<file path="src/rtl/enc_pkg.sv">
// Shared definitions for the (38,32) encoder output path: codeword/beat widths
// and the mapping from a codeword to its four 10-bit link beats.
package enc_pkg;

   localparam int CW_W  = 38;
   localparam int OUT_W = 10;
   localparam int BEATS = 4;
   localparam int PAD   = BEATS * OUT_W - CW_W;

   typedef logic [CW_W:1]    cw_t;
   typedef logic [OUT_W-1:0] beat_t;

   typedef enum logic [1:0] {
      BEAT0 = 2'd0,
      BEAT1 = 2'd1,
      BEAT2 = 2'd2,
      BEAT3 = 2'd3
   } beat_idx_t;

   // MSB goes out first; the final beat carries the last 8 bits left-justified.
   function automatic beat_t beat_of(cw_t h, beat_idx_t idx);
      beat_t b;
      case (idx)
         BEAT0:   b = h[38:29];
         BEAT1:   b = h[28:19];
         BEAT2:   b = h[18:9];
         default: b = {h[8:1], {PAD{1'b0}}};
      endcase
      return b;
   endfunction

endpackage

</file>
<file path="src/rtl/cw_fifo.sv">
// Synchronous first-word-fall-through FIFO; also exposes the entry behind the head
// so a consumer can move to the next word without a bubble.
module cw_fifo #(
   parameter int WIDTH = 38,
   parameter int DEPTH = 4
) (
   input  logic             clk,
   input  logic             rst,
   input  logic             push,
   input  logic [WIDTH-1:0] wdata,
   input  logic             pop,
   output logic [WIDTH-1:0] head,
   output logic [WIDTH-1:0] head_next,
   output logic             full,
   output logic             empty,
   output logic             has_next
);

   localparam int PW = $clog2(DEPTH);
   localparam int CW = $clog2(DEPTH + 1);

   logic [WIDTH-1:0] mem [DEPTH];
   logic [PW-1:0]    wr_ptr;
   logic [PW-1:0]    rd_ptr;
   logic [CW-1:0]    count;
   logic             do_push;
   logic             do_pop;

   // A full FIFO never accepts, even if a pop happens in the same cycle.
   assign do_push   = push && !full;
   assign do_pop    = pop && !empty;
   assign full      = (count == CW'(DEPTH));
   assign empty     = (count == '0);
   assign has_next  = (count > CW'(1));
   assign head      = mem[rd_ptr];
   assign head_next = mem[rd_ptr + PW'(1)];

   always_ff @(posedge clk) begin
      if (do_push) begin
         mem[wr_ptr] <= wdata;
      end
   end

   always_ff @(posedge clk) begin
      if (rst) begin
         wr_ptr <= '0;
         rd_ptr <= '0;
         count  <= '0;
      end else begin
         if (do_push) begin
            wr_ptr <= wr_ptr + PW'(1);
         end
         if (do_pop) begin
            rd_ptr <= rd_ptr + PW'(1);
         end
         case ({do_push, do_pop})
            2'b10:   count <= count + CW'(1);
            2'b01:   count <= count - CW'(1);
            default: count <= count;
         endcase
      end
   end

endmodule

</file>
<file path="src/rtl/codeword_gearbox.sv">
// Buffers 38-bit codewords and emits each as four registered 10-bit beats with
// valid/ready/last framing; overflow latches any codeword offered while full.
module codeword_gearbox
   import enc_pkg::*;
#(
   parameter int DEPTH = 4
) (
   input  logic             clk,
   input  logic             rst,
   input  logic [CW_W:1]    cw_in,
   input  logic             cw_valid,
   output logic             cw_ready,
   output logic [OUT_W-1:0] out_data,
   output logic             out_valid,
   input  logic             out_ready,
   output logic             out_last,
   output logic             overflow
);

   cw_t       head;
   cw_t       head_next;
   logic      full;
   logic      empty;
   logic      has_next;
   logic      pop;
   beat_idx_t beat;
   beat_idx_t beat_d;
   beat_t     data_d;
   logic      valid_d;
   logic      last_d;
   logic [1:0] beat_inc;

   cw_fifo #(
      .WIDTH(CW_W),
      .DEPTH(DEPTH)
   ) u_fifo (
      .clk      (clk),
      .rst      (rst),
      .push     (cw_valid),
      .wdata    (cw_in),
      .pop      (pop),
      .head     (head),
      .head_next(head_next),
      .full     (full),
      .empty    (empty),
      .has_next (has_next)
   );

   assign cw_ready = !full;
   assign beat_inc = beat + 2'd1;

   // The head word stays in the FIFO until its last beat is accepted, so on that
   // transfer the following word (if already queued) is read from head_next.
   always_comb begin
      data_d  = out_data;
      valid_d = out_valid;
      last_d  = out_last;
      beat_d  = beat;
      pop     = 1'b0;
      if (!out_valid) begin
         if (!empty) begin
            data_d  = beat_of(head, BEAT0);
            valid_d = 1'b1;
            last_d  = 1'b0;
            beat_d  = BEAT0;
         end
      end else if (out_ready) begin
         if (beat == BEAT3) begin
            pop    = 1'b1;
            beat_d = BEAT0;
            last_d = 1'b0;
            if (has_next) begin
               data_d = beat_of(head_next, BEAT0);
            end else begin
               data_d  = '0;
               valid_d = 1'b0;
            end
         end else begin
            beat_d = beat_idx_t'(beat_inc);
            data_d = beat_of(head, beat_idx_t'(beat_inc));
            last_d = (beat_idx_t'(beat_inc) == BEAT3);
         end
      end
   end

   always_ff @(posedge clk) begin
      if (rst) begin
         out_data  <= '0;
         out_valid <= 1'b0;
         out_last  <= 1'b0;
         beat      <= BEAT0;
         overflow  <= 1'b0;
      end else begin
         out_data  <= data_d;
         out_valid <= valid_d;
         out_last  <= last_d;
         beat      <= beat_d;
         if (cw_valid && full) begin
            overflow <= 1'b1;
         end
      end
   end

endmodule

</file>
<file path="config.mk">
export PLATFORM = sky130hd
export DESIGN_NAME = codeword_gearbox
export DESIGN_NICKNAME = d
export VERILOG_FILES = /design/src/rtl/enc_pkg.sv /design/src/rtl/cw_fifo.sv /design/src/rtl/codeword_gearbox.sv
export SDC_FILE = /design/constraint.sdc
export NUM_CORES = 1
export LEC_CHECK = 0
export CAP_MARGIN = 20
export CORE_ASPECT_RATIO = 0.75
export CORE_MARGIN = 2
export CORE_UTILIZATION = 41
export CTS_CLUSTER_SIZE = 24
export DETAILED_ROUTE_END_ITERATION = 6
export GPL_TIMING_DRIVEN = 1
export PLACE_DENSITY = 0.7
export SYNTH_ARGS = -nofsm -noshare
export SYNTH_HDL_FRONTEND = slang
export SYNTH_SLANG_ARGS = --single-unit
</file>
<file path="constraint.sdc">
create_clock -name clk -period 4.7 [get_ports clk]
set_input_delay 0.47 -clock clk [delete_from_list [all_inputs] [get_ports clk]]
set_output_delay 0.47 -clock clk [all_outputs]
set_load 0.02 [all_outputs]
</file>
# Word level (Yosys, flattened, before mapping)
# Memories as Yosys holds them, arrays and structs flattened. A register that Yosys moved wholly into a read port is not among the register bits.
# Index checks and enable logic that the tools add are counted.
[word_totals]
inputBits = 42
ramBits = 152
output_inout_bits = 14
ff_bits = 22
mem_count = 1
elab_cells = 60
[classes]
addsub = 5
n_mux = 27
eq_ne = 9
n_reduce_logical = 9
magnitude_cmp = 1
[mem_list]
columns = ["memory", "depth", "word_bits", "read_ports", "rd_clocked_by_memory_dff", "wr", "line_no", "rtl"]
rows = [
  ["u_fifo.mem", 4, 38, 2, 1, 1, "cw_fifo.sv:22", "logic [WIDTH-1:0] mem [DEPTH];"],
]
[op_table]
columns = ["op", "count"]
rows = [
  ["10-bit two-way mux", 5],
  ["10-bit case mux with 3 select lines", 1],
  ["1-bit two-way mux", 14],
  ["2-bit two-way mux", 6],
  ["2-bit == test, second input constant", 4],
  ["2-bit by 1-bit adder with 2-bit output, second input constant", 3],
  ["3-bit case mux with 2 select lines", 1],
  ["2-bit by 1-bit == test with 1-bit output, second input constant", 2],
  ["3-bit by 1-bit adder with 3-bit output, second input constant", 1],
  ["3-bit == test, second input constant", 1],
  ["3-bit by 1-bit greater-than comparator with 1-bit output, second input constant", 1],
  ["1-bit logical AND", 3],
  ["3-bit logical NOT", 1],
  ["3-bit by 1-bit subtractor with 3-bit output, second input constant", 1],
  ["1-bit logical NOT", 2],
  ["2-bit logical NOT", 1],
  ["2-bit by 1-bit inequality test with 1-bit output, second input constant", 1],
  ["2-bit inequality test, second input constant", 1],
  ["2-bit AND reduction", 1],
  ["2-bit nonzero test", 1],
]

# Longest topological paths before layout
[depth]
depth_word = 7
mapped_depth = 9
ltp_nobuf = 9

# Modules after synthesis
# A second synthesis with hierarchy kept.
[unflattened]
hier_cells = 435
area_unflattened_um2 = 8141.6
[modules_own_cells]
columns = ["module", "n_inst", "cells_per_inst", "area_per_inst_um2", "seq_area_each_um2"]
rows = [
  ["cw_fifo", 1, 301, 7036.7, 4744.6],
  ["codeword_gearbox", 1, 134, 1104.8, 300.3],
]

# Worst setup path after synthesis
# Ideal clock, no wire load.
[synth_timing]
kind = "register -> register"
start = "reg u_fifo.count[0]"
end = "mem u_fifo.mem[0][0], enable pin"
n_path_buf = 0
t_arrival_ps = 1901
required_ps = 4301
synth_period_minus_slack_ps = 2300
setup_ps = 399
path_stages_with_launch = 5
path_slack_ps = 2400
cell_sequence = "dfxtp_1 inv_1 ha_1 nand2_1 and3_1"
[synth_via]
elab_chain_len = 5
[synth_lines]
columns = ["item", "line_no", "rtl"]
rows = [
  ["start: declaration", "cw_fifo.sv:25", "logic [CW-1:0] count;"],
  ["start signal: assignment", "cw_fifo.sv:57", "2'b10: count <= count + CW'(1);"],
  ["start signal: assignment", "cw_fifo.sv:58", "2'b01: count <= count - CW'(1);"],
  ["start signal: assignment", "cw_fifo.sv:59", "default: count <= count;"],
  ["3-bit == test", "cw_fifo.sv:32", "assign full = (count == CW'(DEPTH));"],
  ["1-bit logical NOT", "-", ""],
  ["net cw_ready", "codeword_gearbox.sv:12", "output logic cw_ready,"],
  ["1-bit logical AND", "cw_fifo.sv:30", "assign do_push = push && !full;"],
  ["1-bit two-way mux", "cw_fifo.sv:39", "if (do_push) begin"],
  ["1-bit two-way mux (not written as such)", "cw_fifo.sv:40", "mem[wr_ptr] <= wdata;"],
  ["end: declaration", "cw_fifo.sv:22", ""],
]
# The timed path passes the listed nets, and every way through them passes these cells.

# Final worst setup path
[layout_timing]
start = "reg u_fifo.count[0]"
end = "out cw_ready"
[layout_via]
elab_chain_len = 2
[layout_lines]
columns = ["item", "line_no", "rtl"]
rows = [
  ["3-bit == test", "cw_fifo.sv:32", ""],
  ["1-bit logical NOT", "codeword_gearbox.sv:49", "assign cw_ready = !full;"],
  ["end: declaration", "codeword_gearbox.sv:12", ""],
]
# Every way passes these cells.

==> impl_metrics.py <==
metrics = {
    "placement": {
        "dp_hpwl_um": 9990,
        "io_buffer_count": 55,
        "gp_congestion": 0.810,
    },
    "floorplanning": {
        "fp.dieW_um": 158,
        "die-area_mm2": 0.0189,
        "core_mm2": 0.0176,
        "die_height_um": 119,
        "initial_core_util_pct": 41.5,
        "row_count": 42,
        "num_io_pins": 56,
    },
    "pwr": {
        "peakVddDrop_mv": 0.251,
        "powerDensity_mw_per_mm2": 410,
        "leakagePower_nw": 2.73,
        "finalPower_mw": 3.57,
    },
    "critical_path": {
        "slowest_delay_ns": 0.64,
        "path_class": "reg2out",
        "cp_top_family": "buffers and inverters",
        "crit_buf_inv": 2,
        "cpMaxStageDelayCell": "clkdlybuf4s50_1",
        "cp.required_ns": 4.23,
        "critPathMaxFanout": 6,
        "worstPathCellList": "inv_1, ha_1, nand2_1, clkdlybuf4s50_1",
        "cp.arrival_ns": 1.99,
        "crit_path_end_kind": "primary output",
        "cp-start-kind": "register",
    },
    "synth": {
        "yosysTopAreaCellShare_pct": 62.6,
        "async_flop_share_pct": 0,
        "ys_seq_elements": 176,
        "synthDistinctLibCells": 38,
        "syn_avg_cell_area_um2": 16.5,
        "synth_common_cells": "152 x edfxtp_1, 65 x mux2i_1, 24 x dfxtp_1",
        "ys_seq_area_share_pct": 69.2,
        "syn-num-nets": 499,
        "synth_enable_flop_cells": 152,
        "yosys_warnings": 0,
        "synth_most_common_cell": "edfxtp_1",
        "ys.flop_type": "edfxtp_1",
        "netlist_area_mm2": 0.00729,
        "synthCells": 443,
        "synthTopCellsByArea": "edfxtp_1 63%, mux2i_1 8.9%, dfxtp_1 6.6%",
        "synth.largest_area_cell": "edfxtp_1",
    },
    "job": {
        "cap_violations": 0,
    },
    "routing": {
        "avgRoutedWirePerCell_um": 20.8,
        "dr.pass1.iters": 5,
        "drc_errors": 0,
        "vias": 4186,
        "drtIter0Drc": 327,
        "ant_nets": 0,
        "wirelength_um": 15600,
        "drt-vias-per-instance": 5.56,
    },
    "cts": {
        "h-tree-depth": 4,
        "cts_buffers": 17,
        "ctsResizeCount": 0,
        "clk_pin_slew_ns": 0.07,
        "post_cts_buffers": 0,
        "clk_root_buffer_cell": "clkbuf_16",
        "cts.sinks": 176,
        "clk_latency_ns": 0.43,
        "cts_tree": "built",
        "clk_path_buf_depth": 2,
        "cts_hold_buf": 0,
    },
    "final_layout": {
        "drive_gt1_share_pct": 11.4,
        "area_growth_pct": 19.6,
        "fillers": 1479,
        "nNetsFinal": 554,
        "final_util_pct": 49.7,
        "antenna_cells": 0,
    },
    "global_routing": {
        "antenna_found_initial": 0,
        "grt_use_total_pct": 17.3,
        "grt_max_degree": 63,
        "grt_pass1_vias": 4209,
        "grt_pass1_wl_um": 23900,
        "busiest_layer": "met2",
        "globalRouteOverflowTotal": 0,
        "met1_usage_pct": 24.9,
        "use_met2_pct": 26.8,
        "use_met3_pct": 4.01,
    },
    "sta": {
        "fmaxAchievable_ghz": 0.407,
        "min_period_ns": 2.46,
        "finalHoldViolCount": 0,
        "slew_headroom_pct": 26.1,
        "setup_violations": 0,
        "final.setup_skew_ns": 0.0208,
        "fin_crit_sh_pct": 52.3,
        "max_slew.worst_pin.slew_ns": 1.11,
        "setup-tns-final_ns": 0,
        "slew_violations": 0,
        "rsz0062_at_grt": "no",
    },
    "hold_path": {
        "hp-class": "reg2reg",
    },
    "status": {
        "outcome": "completed",
    },
}
-- flip-flops by register name, summed over array words and instances, names as in the netlist, named ones only --
signal and count:
overflow 1, out_data 10, u_fifo.rd_ptr 2, out_last 1, out_valid 1, u_fifo.wr_ptr 2, beat 2, u_fifo.mem 152
u_fifo.count 3
-- kinds of logic (layout without fill, tap and decap cells) --
| family | Yosys count | count (layout) | synth area share (%) |
|---|---|---|---|
| DFF | 176 | 176 | 69.2 |
| muxes | 81 | 81 | 13.9 |
| AOI/OAI and AO/OA | 71 | 71 | 7.12 |
| and+or+nand+nor | 64 | 64 | 4.50 |
| buffers and inverters | 32 | 100 | 2.33 |
| adders and majority gates | 14 | 14 | 2.40 |
| xor gates and xnor gates | 5 | 5 | 0.601 |
-- routing by layer --
layer	part of all wire [%]	wire length, um	up-vias
met4	0.84	132	0
met1	45	7000	2119
met2	46	7180	178
li1	-	-	1877
met3	8.4	1310	12
met5	0	0	-
-- cell type report --
| class | count | area [um^2] | share of cell area [%] |
|---|---|---|---|
| clock buffer | 18 | 429 | 4.92 |
| clock inverter | 14 | 154 | 1.76 |
| inverter | 8 | 30.0 | 0.344 |
| multi-input combinational | 235 | 2080 | 23.9 |
| sequential | 176 | 5050 | 57.9 |
| tap | 242 | 303 | 3.47 |
| timing repair buffer | 60 | 673 | 7.72 |
-- placed cells by master (no fill, tap or decap), types with 3 or more instances in the layout --
master / n
buf_16: 3
mux4_2: 16
o311ai_1: 8
clkinv_4: 3
inv_1: 8
clkbuf_16: 17
nor2b_1: 5
and3_2: 4
nor2_1: 22
a31oi_1: 9
dfxtp_1: 23
nand2b_1: 5
and2_1: 12
nand2_1: 7
edfxtp_1: 152
mux2i_1: 65
a221oi_1: 17
o22ai_1: 8
inv_6: 4
ha_1: 14
a22oi_1: 8
xor2_1: 3
a21oi_1: 12
clkdlybuf4s50_1: 55
-- power by group --
group | internal (mW) | switching, mW | leakage [nW]
sequential | 1.79 | 0.0473 | 1.59
clock | 0.792 | 0.590 | 0.285
combinational | 0.148 | 0.203 | 0.846
total | 2.73 | 0.841 | 2.73
-- worst paths after layout --
path | startpoint | to | slack [ns] | cells after the start
min | out_last | out_last | 0.47 | 2
max reg2reg | register | out_data[2] | 2.36 | 5
max | u_fifo.count[0] | cw_ready | 2.24 | 4
min reg2reg | out_last | out_last | 0.47 | 2
-- worst register-to-register path, stage by stage, from the launching register on --
cell and delay, ns:
dfxtp_1 0.81, buf_16 0.23, mux4_2 0.52, and2_1 0.20
o311ai_1 0.33, a21oi_1 0.12
-- per-stage QoR --
| stage | std cells | cell area [um^2] | hold slack [ns] | worst slack (ns) |
|---|---|---|---|---|
| after floorplan | 443 | 7290 | 0.469 | 2.40 |
| after global placement | 716 | 8010 | 0.463 | 2.12 |
| after detailed placement | 718 | 8070 | 0.466 | 2.19 |
| after CTS | 750 | 8650 | 0.480 | 2.23 |
| after global routing | 753 | 8720 | 0.507 | 2.17 |
| final | 753 | 8720 | 0.474 | 2.24 |
(Power assumes the default switching activity.)
